$ cat src/rtl/pwm_duty_decoder.sv
// pwm_duty_decoder
//   Recovers the commanded duty from a PWM line driven by the motor
//   controller. The duty is the number of high clk cycles per period. It also
//   reports the measured period, and flags a line that stops toggling.
//
// Ports:
//   clk        system clock
//   rst        synchronous active-high reset
//   en         decoder enable; low parks the decoder in IDLE and holds results
//   pwm_in     asynchronous PWM line
//   duty       last recovered duty (high cycles per period, saturating)
//   period     last measured period in clk cycles (0 after a stuck event)
//   duty_valid one-cycle pulse whenever duty/period are updated
//   period_ok  last measured period equalled NOM_PERIOD
//   stuck_low  line held low for TIMEOUT cycles
//   stuck_high line held high for TIMEOUT cycles
module pwm_duty_decoder #(
    parameter int DUTY_W     = 8,
    parameter int NOM_PERIOD = 256,
    parameter int TIMEOUT    = 512,
    parameter int CNT_W      = 10
) (
    input  logic              clk,
    input  logic              rst,
    input  logic              en,
    input  logic              pwm_in,
    output logic [DUTY_W-1:0] duty,
    output logic [CNT_W-1:0]  period,
    output logic              duty_valid,
    output logic              period_ok,
    output logic              stuck_low,
    output logic              stuck_high
);

    localparam logic [1:0] ST_IDLE = 2'd0;
    localparam logic [1:0] ST_HIGH = 2'd1;
    localparam logic [1:0] ST_LOW  = 2'd2;

    localparam logic [CNT_W-1:0]  TIMEOUT_C = CNT_W'(TIMEOUT);
    localparam logic [CNT_W-1:0]  TO_LAST   = CNT_W'(TIMEOUT - 1);
    localparam logic [CNT_W-1:0]  NOM_C     = CNT_W'(NOM_PERIOD);
    localparam logic [DUTY_W-1:0] HI_MAX    = '1;

    logic              s1, s2, s3;
    logic              rise, fall;
    logic [1:0]        state;
    logic [CNT_W-1:0]  per_cnt;
    logic [DUTY_W-1:0] hi_cnt;

    // Input synchronizer plus one delay stage for edge detection.
    always_ff @(posedge clk) begin
        if (rst) begin
            s1 <= 1'b0;
            s2 <= 1'b0;
            s3 <= 1'b0;
        end else begin
            s1 <= pwm_in;
            s2 <= s1;
            s3 <= s2;
        end
    end

    assign rise = s2 & ~s3;
    assign fall = ~s2 & s3;

    always_ff @(posedge clk) begin
        if (rst) begin
            state      <= ST_IDLE;
            per_cnt    <= '0;
            hi_cnt     <= '0;
            duty       <= '0;
            period     <= '0;
            duty_valid <= 1'b0;
            period_ok  <= 1'b0;
            stuck_low  <= 1'b0;
            stuck_high <= 1'b0;
        end else begin
            duty_valid <= 1'b0;
            if (!en) begin
                state   <= ST_IDLE;
                per_cnt <= '0;
                hi_cnt  <= '0;
            end else if (rise) begin
                // A rise always starts a new measurement; from LOW it also
                // closes the previous period. It wins over a coincident timeout.
                if (state == ST_LOW) begin
                    duty       <= hi_cnt;
                    period     <= per_cnt;
                    period_ok  <= (per_cnt == NOM_C);
                    duty_valid <= 1'b1;
                    stuck_low  <= 1'b0;
                    stuck_high <= 1'b0;
                end
                state   <= ST_HIGH;
                hi_cnt  <= DUTY_W'(1);
                per_cnt <= CNT_W'(1);
            end else if (per_cnt == TO_LAST) begin
                // Counter is about to reach TIMEOUT. Once saturated it never
                // matches TO_LAST again, so IDLE cannot re-flag.
                per_cnt    <= TIMEOUT_C;
                hi_cnt     <= '0;
                state      <= ST_IDLE;
                duty       <= s2 ? HI_MAX : '0;
                period     <= '0;
                period_ok  <= 1'b0;
                stuck_low  <= ~s2;
                stuck_high <= s2;
                duty_valid <= 1'b1;
            end else begin
                if (per_cnt != TIMEOUT_C) begin
                    per_cnt <= per_cnt + CNT_W'(1);
                end
                if (state == ST_HIGH) begin
                    if (fall) begin
                        state <= ST_LOW;
                    end else if (hi_cnt != HI_MAX) begin
                        hi_cnt <= hi_cnt + DUTY_W'(1);
                    end
                end
            end
        end
    end

endmodule

$ cat config.mk
export PLATFORM = sky130hd
export DESIGN_NAME = pwm_duty_decoder
export DESIGN_NICKNAME = d
export VERILOG_FILES = /design/src/rtl/pwm_duty_decoder.sv
export SDC_FILE = /design/constraint.sdc
export NUM_CORES = 1
export LEC_CHECK = 0
export BUFFER_PORTS_ARGS = -buffer_cell sky130_fd_sc_hd__buf_2
export CELL_PAD_IN_SITES_DETAIL_PLACEMENT = 1
export CELL_PAD_IN_SITES_GLOBAL_PLACEMENT = 1
export CORE_ASPECT_RATIO = 1.1
export CORE_MARGIN = 8
export CORE_UTILIZATION = 35
export DETAILED_ROUTE_END_ITERATION = 16
export GPL_TIMING_DRIVEN = 0
export PLACE_DENSITY = 0.69
export SLEW_MARGIN = 20
export SYNTH_ARGS = -nofsm -noshare
export SYNTH_HDL_FRONTEND = slang
export SYNTH_SLANG_ARGS = --single-unit
export TNS_END_PERCENT = 1
$ cat constraint.sdc
create_clock -name clk -period 1.9 [get_ports clk]
set_input_delay 0.285 -clock clk [delete_from_list [all_inputs] [get_ports clk]]
set_output_delay 0.285 -clock clk [all_outputs]
set_load 0.05 [all_outputs]
* After elaboration in Yosys (flattened, before gate mapping)
Cells that the tools add are included.
Storage, ports and cells: flip-flop bits (word level) 45, bits of input ports 4, output and inout bits 22, logic and storage cells 76
Cells by class: add/sub/neg operators 2, eq/ne operators 8, multiplexer cells 30, bitwise gates (word level) 6, reduce and logical (&&, ||, !) cells 14
Operators with widths (count):
- two-way mux 10 bit | 5
- two-way mux 8 bit | 4
- two-way mux 1 bit | 21
- equality test 10 x 9 -> 1 bit, second input constant | 2
- nonzero test 3 bit | 4
- adder 10 x 1 -> 10 bit, second input constant | 1
- inequality test 10 bit, second input constant | 1
- AND reduction 3 bit | 3
- adder 8 x 1 -> 8 bit, second input constant | 1
- inequality test 8 bit, second input constant | 1
- NOT 1 bit | 4
- AND reduction 2 bit | 2
- nonzero test 2 bit | 2
- OR reduction 4 bit | 1
- inequality test 3 x 2 -> 1 bit, second input constant | 1
- OR reduction 3 bit | 1
- AND 1 bit | 2
- equality test 2 x 1 -> 1 bit, second input constant | 1
- equality test 2 bit, second input constant | 1
- inequality test 2 x 1 -> 1 bit, second input constant | 1
- OR reduction 2 bit | 1

* Longest topological paths before layout
depth in word-level cells 6, gate-level depth with buffers 7, depth with buffers taken out 6

* Worst setup path after synthesis
OpenSTA, ideal clock, no wires.
path kind register to register, start register s3, end register period[8], setup time 0.072 ns, arrival 1.731 ns, required time 1.828 ns, setup slack 0.097 ns, cell stages (with the launch flop) 7, path buffers 1, period minus slack after synthesis 1.803 ns, cells stage by stage dfxtp_1 inv_1 ha_1 or3b_1 o31ai_4 buf_4 mux2i_1
Between the ends: cells in the longest elaborated chain, start to end 4, elaborated cells between the ends (all ways) 6, those cells by class 1 x eq/ne; 1 x mux; 2 x bitwise; 2 x reduce/logical
Ends and longest elaborated chain:
- from (decl) | RTL line 44 | logic s1, s2, s3;
- from (signal assigned) | RTL line 55 | s3 <= 1'b0;
- from (signal assigned) | RTL line 59 | s3 <= s2;
- NOT 1 bit (*) | RTL line 63 | assign rise = s2 & ~s3;
- AND 1 bit (*) | RTL line 63
- via rise | RTL line 45 | logic rise, fall;
- inequality test 2 x 1 -> 1 bit (no source line) or nonzero test 2 bit (tied branches)
- AND reduction 3 bit (no source line)
- to (signal assigned) | RTL line 88 | period <= per_cnt;
- to (decl) | RTL line 28 | output logic [CNT_W-1:0] period,
The timed path passes the listed nets; every way through them passes the cells marked *. A chain may end at the register's enable or synchronous reset.

* Worst setup path in the final report
start register s3, end register stuck_high
Between the ends: cells in the longest elaborated chain, start to end 4, elaborated cells between the ends (all ways) 6, those cells by class 1 x eq/ne; 1 x mux; 2 x bitwise; 2 x reduce/logical
Ends and longest elaborated chain:
- NOT 1 bit (*) | RTL line 63
- AND 1 bit (*) | RTL line 63
- via rise | RTL line 45
- inequality test 2 x 1 -> 1 bit (no source line) or nonzero test 2 bit (tied branches)
- AND reduction 3 bit (no source line)
- to (signal assigned) | RTL line 76 | stuck_high <= 1'b0;
- to (signal assigned) | RTL line 92 | stuck_high <= 1'b0;
- to (signal assigned) | RTL line 107 | stuck_high <= s2;
- to (decl) | RTL line 32 | output logic stuck_high
Marks and branches as above.

==> flow_metrics.py <==
metrics = {
    "status": {
        "status": "completed",
    },
    "global_routing": {
        "grt_use_total_pct": 12.6,
        "overflow": 0,
        "antenna_found_initial": 0,
        "grt_pass1_vias": 1743,
        "grt_max_degree": 14,
        "grt_pass1_wl_um": 8460,
    },
    "final_layout": {
        "stdcell_count": 322,
        "areaGrowthSynthToFinish_pct": 19.0,
        "diodes": 0,
        "drive_gt1_share_pct": 25.7,
        "design_area_um2": 2400,
        "final_nets": 256,
    },
    "logic_synthesis": {
        "syn-cell-area_um2": 2010,
        "synth-compound-area-share_pct": 18.4,
        "synth_edf_count": 0,
        "synth_top_family_by_area": "simple AND/OR/NAND/NOR gates",
        "synth_xor_area_share_pct": 3.91,
        "ys_seq_elements": 45,
        "synth_nets": 223,
        "yosysWarningCount": 0,
        "synth_cells": 212,
        "synth_top_area_cell": "dfxtp_1",
        "synth_top_area_share_pct": 44.7,
        "yosys-top-cells-area": "dfxtp_1, nor2_1, a211oi_2",
        "synthAdderAreaFrac_pct": 4.35,
        "ys_async_sr_fraction_pct": 0,
        "yosysUniqueCellTypes": 45,
        "synth_seq_area_share_pct": 44.7,
        "yosys.area_share.simple_pct": 22.0,
        "synthMuxAreaShare_pct": 2.48,
        "synth_ff_type": "dfxtp_1",
        "syn_avg_cell_area_um2": 9.50,
    },
    "route": {
        "drt-total-wl_um": 4870,
        "vias": 1676,
        "wl_per_cell_um": 15.1,
        "wl_met2_um": 2500,
        "ant_nets": 0,
        "via_per_inst": 5.20,
        "met3_length_um": 167,
        "firstDrtPassIters": 4,
        "drt_iter0_drc": 27,
        "drt_drc_violations_left": 0,
        "topRoutingLayerUsed": "met4",
        "met1_length_um": 2150,
    },
    "clock_network": {
        "cts_hold_buffers": 0,
        "cts.reportedPaths.clkPinSlew_ns": 0.08,
        "clk_latency_ns": 0.30,
        "cts_buffers": 5,
        "clk_path_buf_depth": 2,
        "cts_tree": "yes",
        "cts_htree_levels": 2,
        "cts_root_buf": "clkbuf_8",
        "cts.sinks": 45,
    },
    "timing": {
        "period_minus_slack_ns": 1.79,
        "setup_violations": 0,
        "tightest_slew_ns": 0.612,
        "max_freq_ghz": 0.559,
        "hold_viol": 0,
        "rsz0062_at_grt": "no",
        "holdWs_ns": 0.198,
        "maxSlewHeadroom_pct": 59.2,
        "skew_ns": 0.00738,
        "finalSetupTns_ns": 0,
        "period_share_pct": 94.1,
        "slew_violations": 0,
    },
    "die": {
        "dieArea_um2": 8440,
        "dieHeight_um": 95.6,
        "io_pins": 26,
        "initial_core_util_pct": 35.6,
        "core_area_um2": 5660,
        "rows": 29,
        "fp.dieW_um": 88.3,
    },
    "power_and_ir_drop": {
        "p_clk_share_pct": 37.2,
        "internal-power_mw": 1.26,
        "combinationalPowerShare_pct": 4.3,
        "p_total_mw": 1.63,
        "p_sw_mw": 0.371,
        "switching_share_pct": 22.8,
        "p_leak_nw": 0.882,
        "pwr_density_cell_nw_per_um2": 680,
        "ir_drop_uv": 352,
        "seqPwrFrac_pct": 58.4,
    },
    "critical_path": {
        "crit_fanout": 5,
        "cp-start-kind": "flip-flop",
        "critPathCaptureType": "flip-flop",
        "path_class": "flip-flop to flip-flop",
        "rrSetupSlack_ns": 0.11,
        "required_ns": 2.07,
        "crit_arrival_ns": 1.96,
    },
    "run": {
        "maxCapViolCount": 0,
    },
    "place": {
        "placed_area_um2": 2240,
        "io_buffers": 25,
        "gp_congestion": 0.742,
        "dp_cells": 314,
        "hpwl_um": 3580,
    },
    "min_path": {
        "hold_path.class": "primary input to flip-flop",
    },
}
[logic make-up (layout without fill, tap and decap cells)]
logic type / Yosys count / after routing
AO/OA/AOI/OAI: 47 / 47
AND/OR/NAND/NOR: 81 / 81
XOR/XNOR: 9 / 9
buffers and inverters: 18 / 51
adder cells (fa/ha/maj): 7 / 7
flip-flops: 45 / 45
multiplexers: 5 / 5
[cells in the final DEF (no fill, tap or decap), types with 4 or more instances in the layout]
master	instances
dfxtp_1	42
nor2_1	29
buf_2	26
a21oi_1	15
inv_1	8
nand2_1	8
a22o_1	8
xor2_1	8
a211oi_2	7
nand2b_1	6
clkbuf_8	6
mux2i_1	5
nand3_1	5
ha_1	5
nand4_1	4
nor2b_1	4
buf_6	4
[synthesized netlist by cell type (all sizes together) (2+ instances only)]
cell type	n
nor2b	4
clkbuf	6
or4	3
a21oi	15
xor2	8
a211oi	8
o211ai	3
ha	7
nand2b	6
nor2	30
or3	3
nand4	5
nor3	4
nor4	2
o21ai	3
dfxtp	45
buf	4
inv	8
o31ai	4
a22o	8
and4	3
nand2	8
nand4b	2
nand3	5
mux2i	5
[cell type report]
type                            count  area (um2)
Inverter                            8        30.0
Clock buffer                        6        82.6
Fill cell                         680        3260
Tap cell                           77        96.3
Sequential cell                    45         910
Buffer                              9        57.6
Multi-Input combinational cell    149        1070
Timing Repair Buffer               27         148
Clock inverter                      1        7.51
[critical path, cell delays in order, from the launching register on]
cell and delay (ns):
dfxtp_4 0.37, inv_1 0.04, ha_2 0.19, or3b_4 0.38, o31ai_4 0.18, buf_6 0.15
buf_6 0.11, mux2i_1 0.19, nor2_1 0.05
[power by group through the flow]
stage | clock network [mW] | logic (mW) | registers, mW
after global placement | 0 | 0.0653 | 0.976
after global routing | 0.672 | 0.0791 | 0.954
after detailed placement | 0 | 0.0673 | 0.976
after CTS | 0.630 | 0.0693 | 0.954
final | 0.607 | 0.0708 | 0.952
after floorplan | 0 | 0.0461 | 0.974
[stage by stage]
| step | util (%) | setup WS [ns] |
|---|---|---|
| finish | 42.4 | 0.112 |
| global route | 42.4 | 0.00378 |
| CTS | 41.4 | -0.0474 |
| detailed placement | 39.5 | -0.322 |
| global placement | 39.5 | -0.277 |
| floorplan | - | 0.0974 |
[layer usage]
metal | vias to the layer above | global-route usage [%]
met1 | 825 | 14.5
met3 | 5 | 3.10
li1 | 825 | -
met2 | 21 | 22.4
met5 | - | 0
met4 | 0 | 3.39
[state kept, by name, summed over array words and instances, names as in the netlist]
name and count:
duty 8, duty_valid 1, period_ok 1, s3 1
per_cnt 10, state 2, s2 1, stuck_low 1
s1 1, period 10, hi_cnt 8, stuck_high 1
[repair_timing]
action | 4_1_cts | 5_1_grt
setup buffers | 1 | 1
pin swaps | 1 | 1
resized for setup | 6 | 14
setup endpoints to repair | 33 | 32
[path summary, 6_finish.rpt]
check | startpoint | endpoint | depth (start not counted)
worst max register to register | s3 | stuck_high | 8
worst max-delay path | s3 | stuck_high | 8
worst min-delay path | pwm_in | s1 | 2
worst min register to register | s1 | s2 | 1
Power figures use the tool's default switching activity.
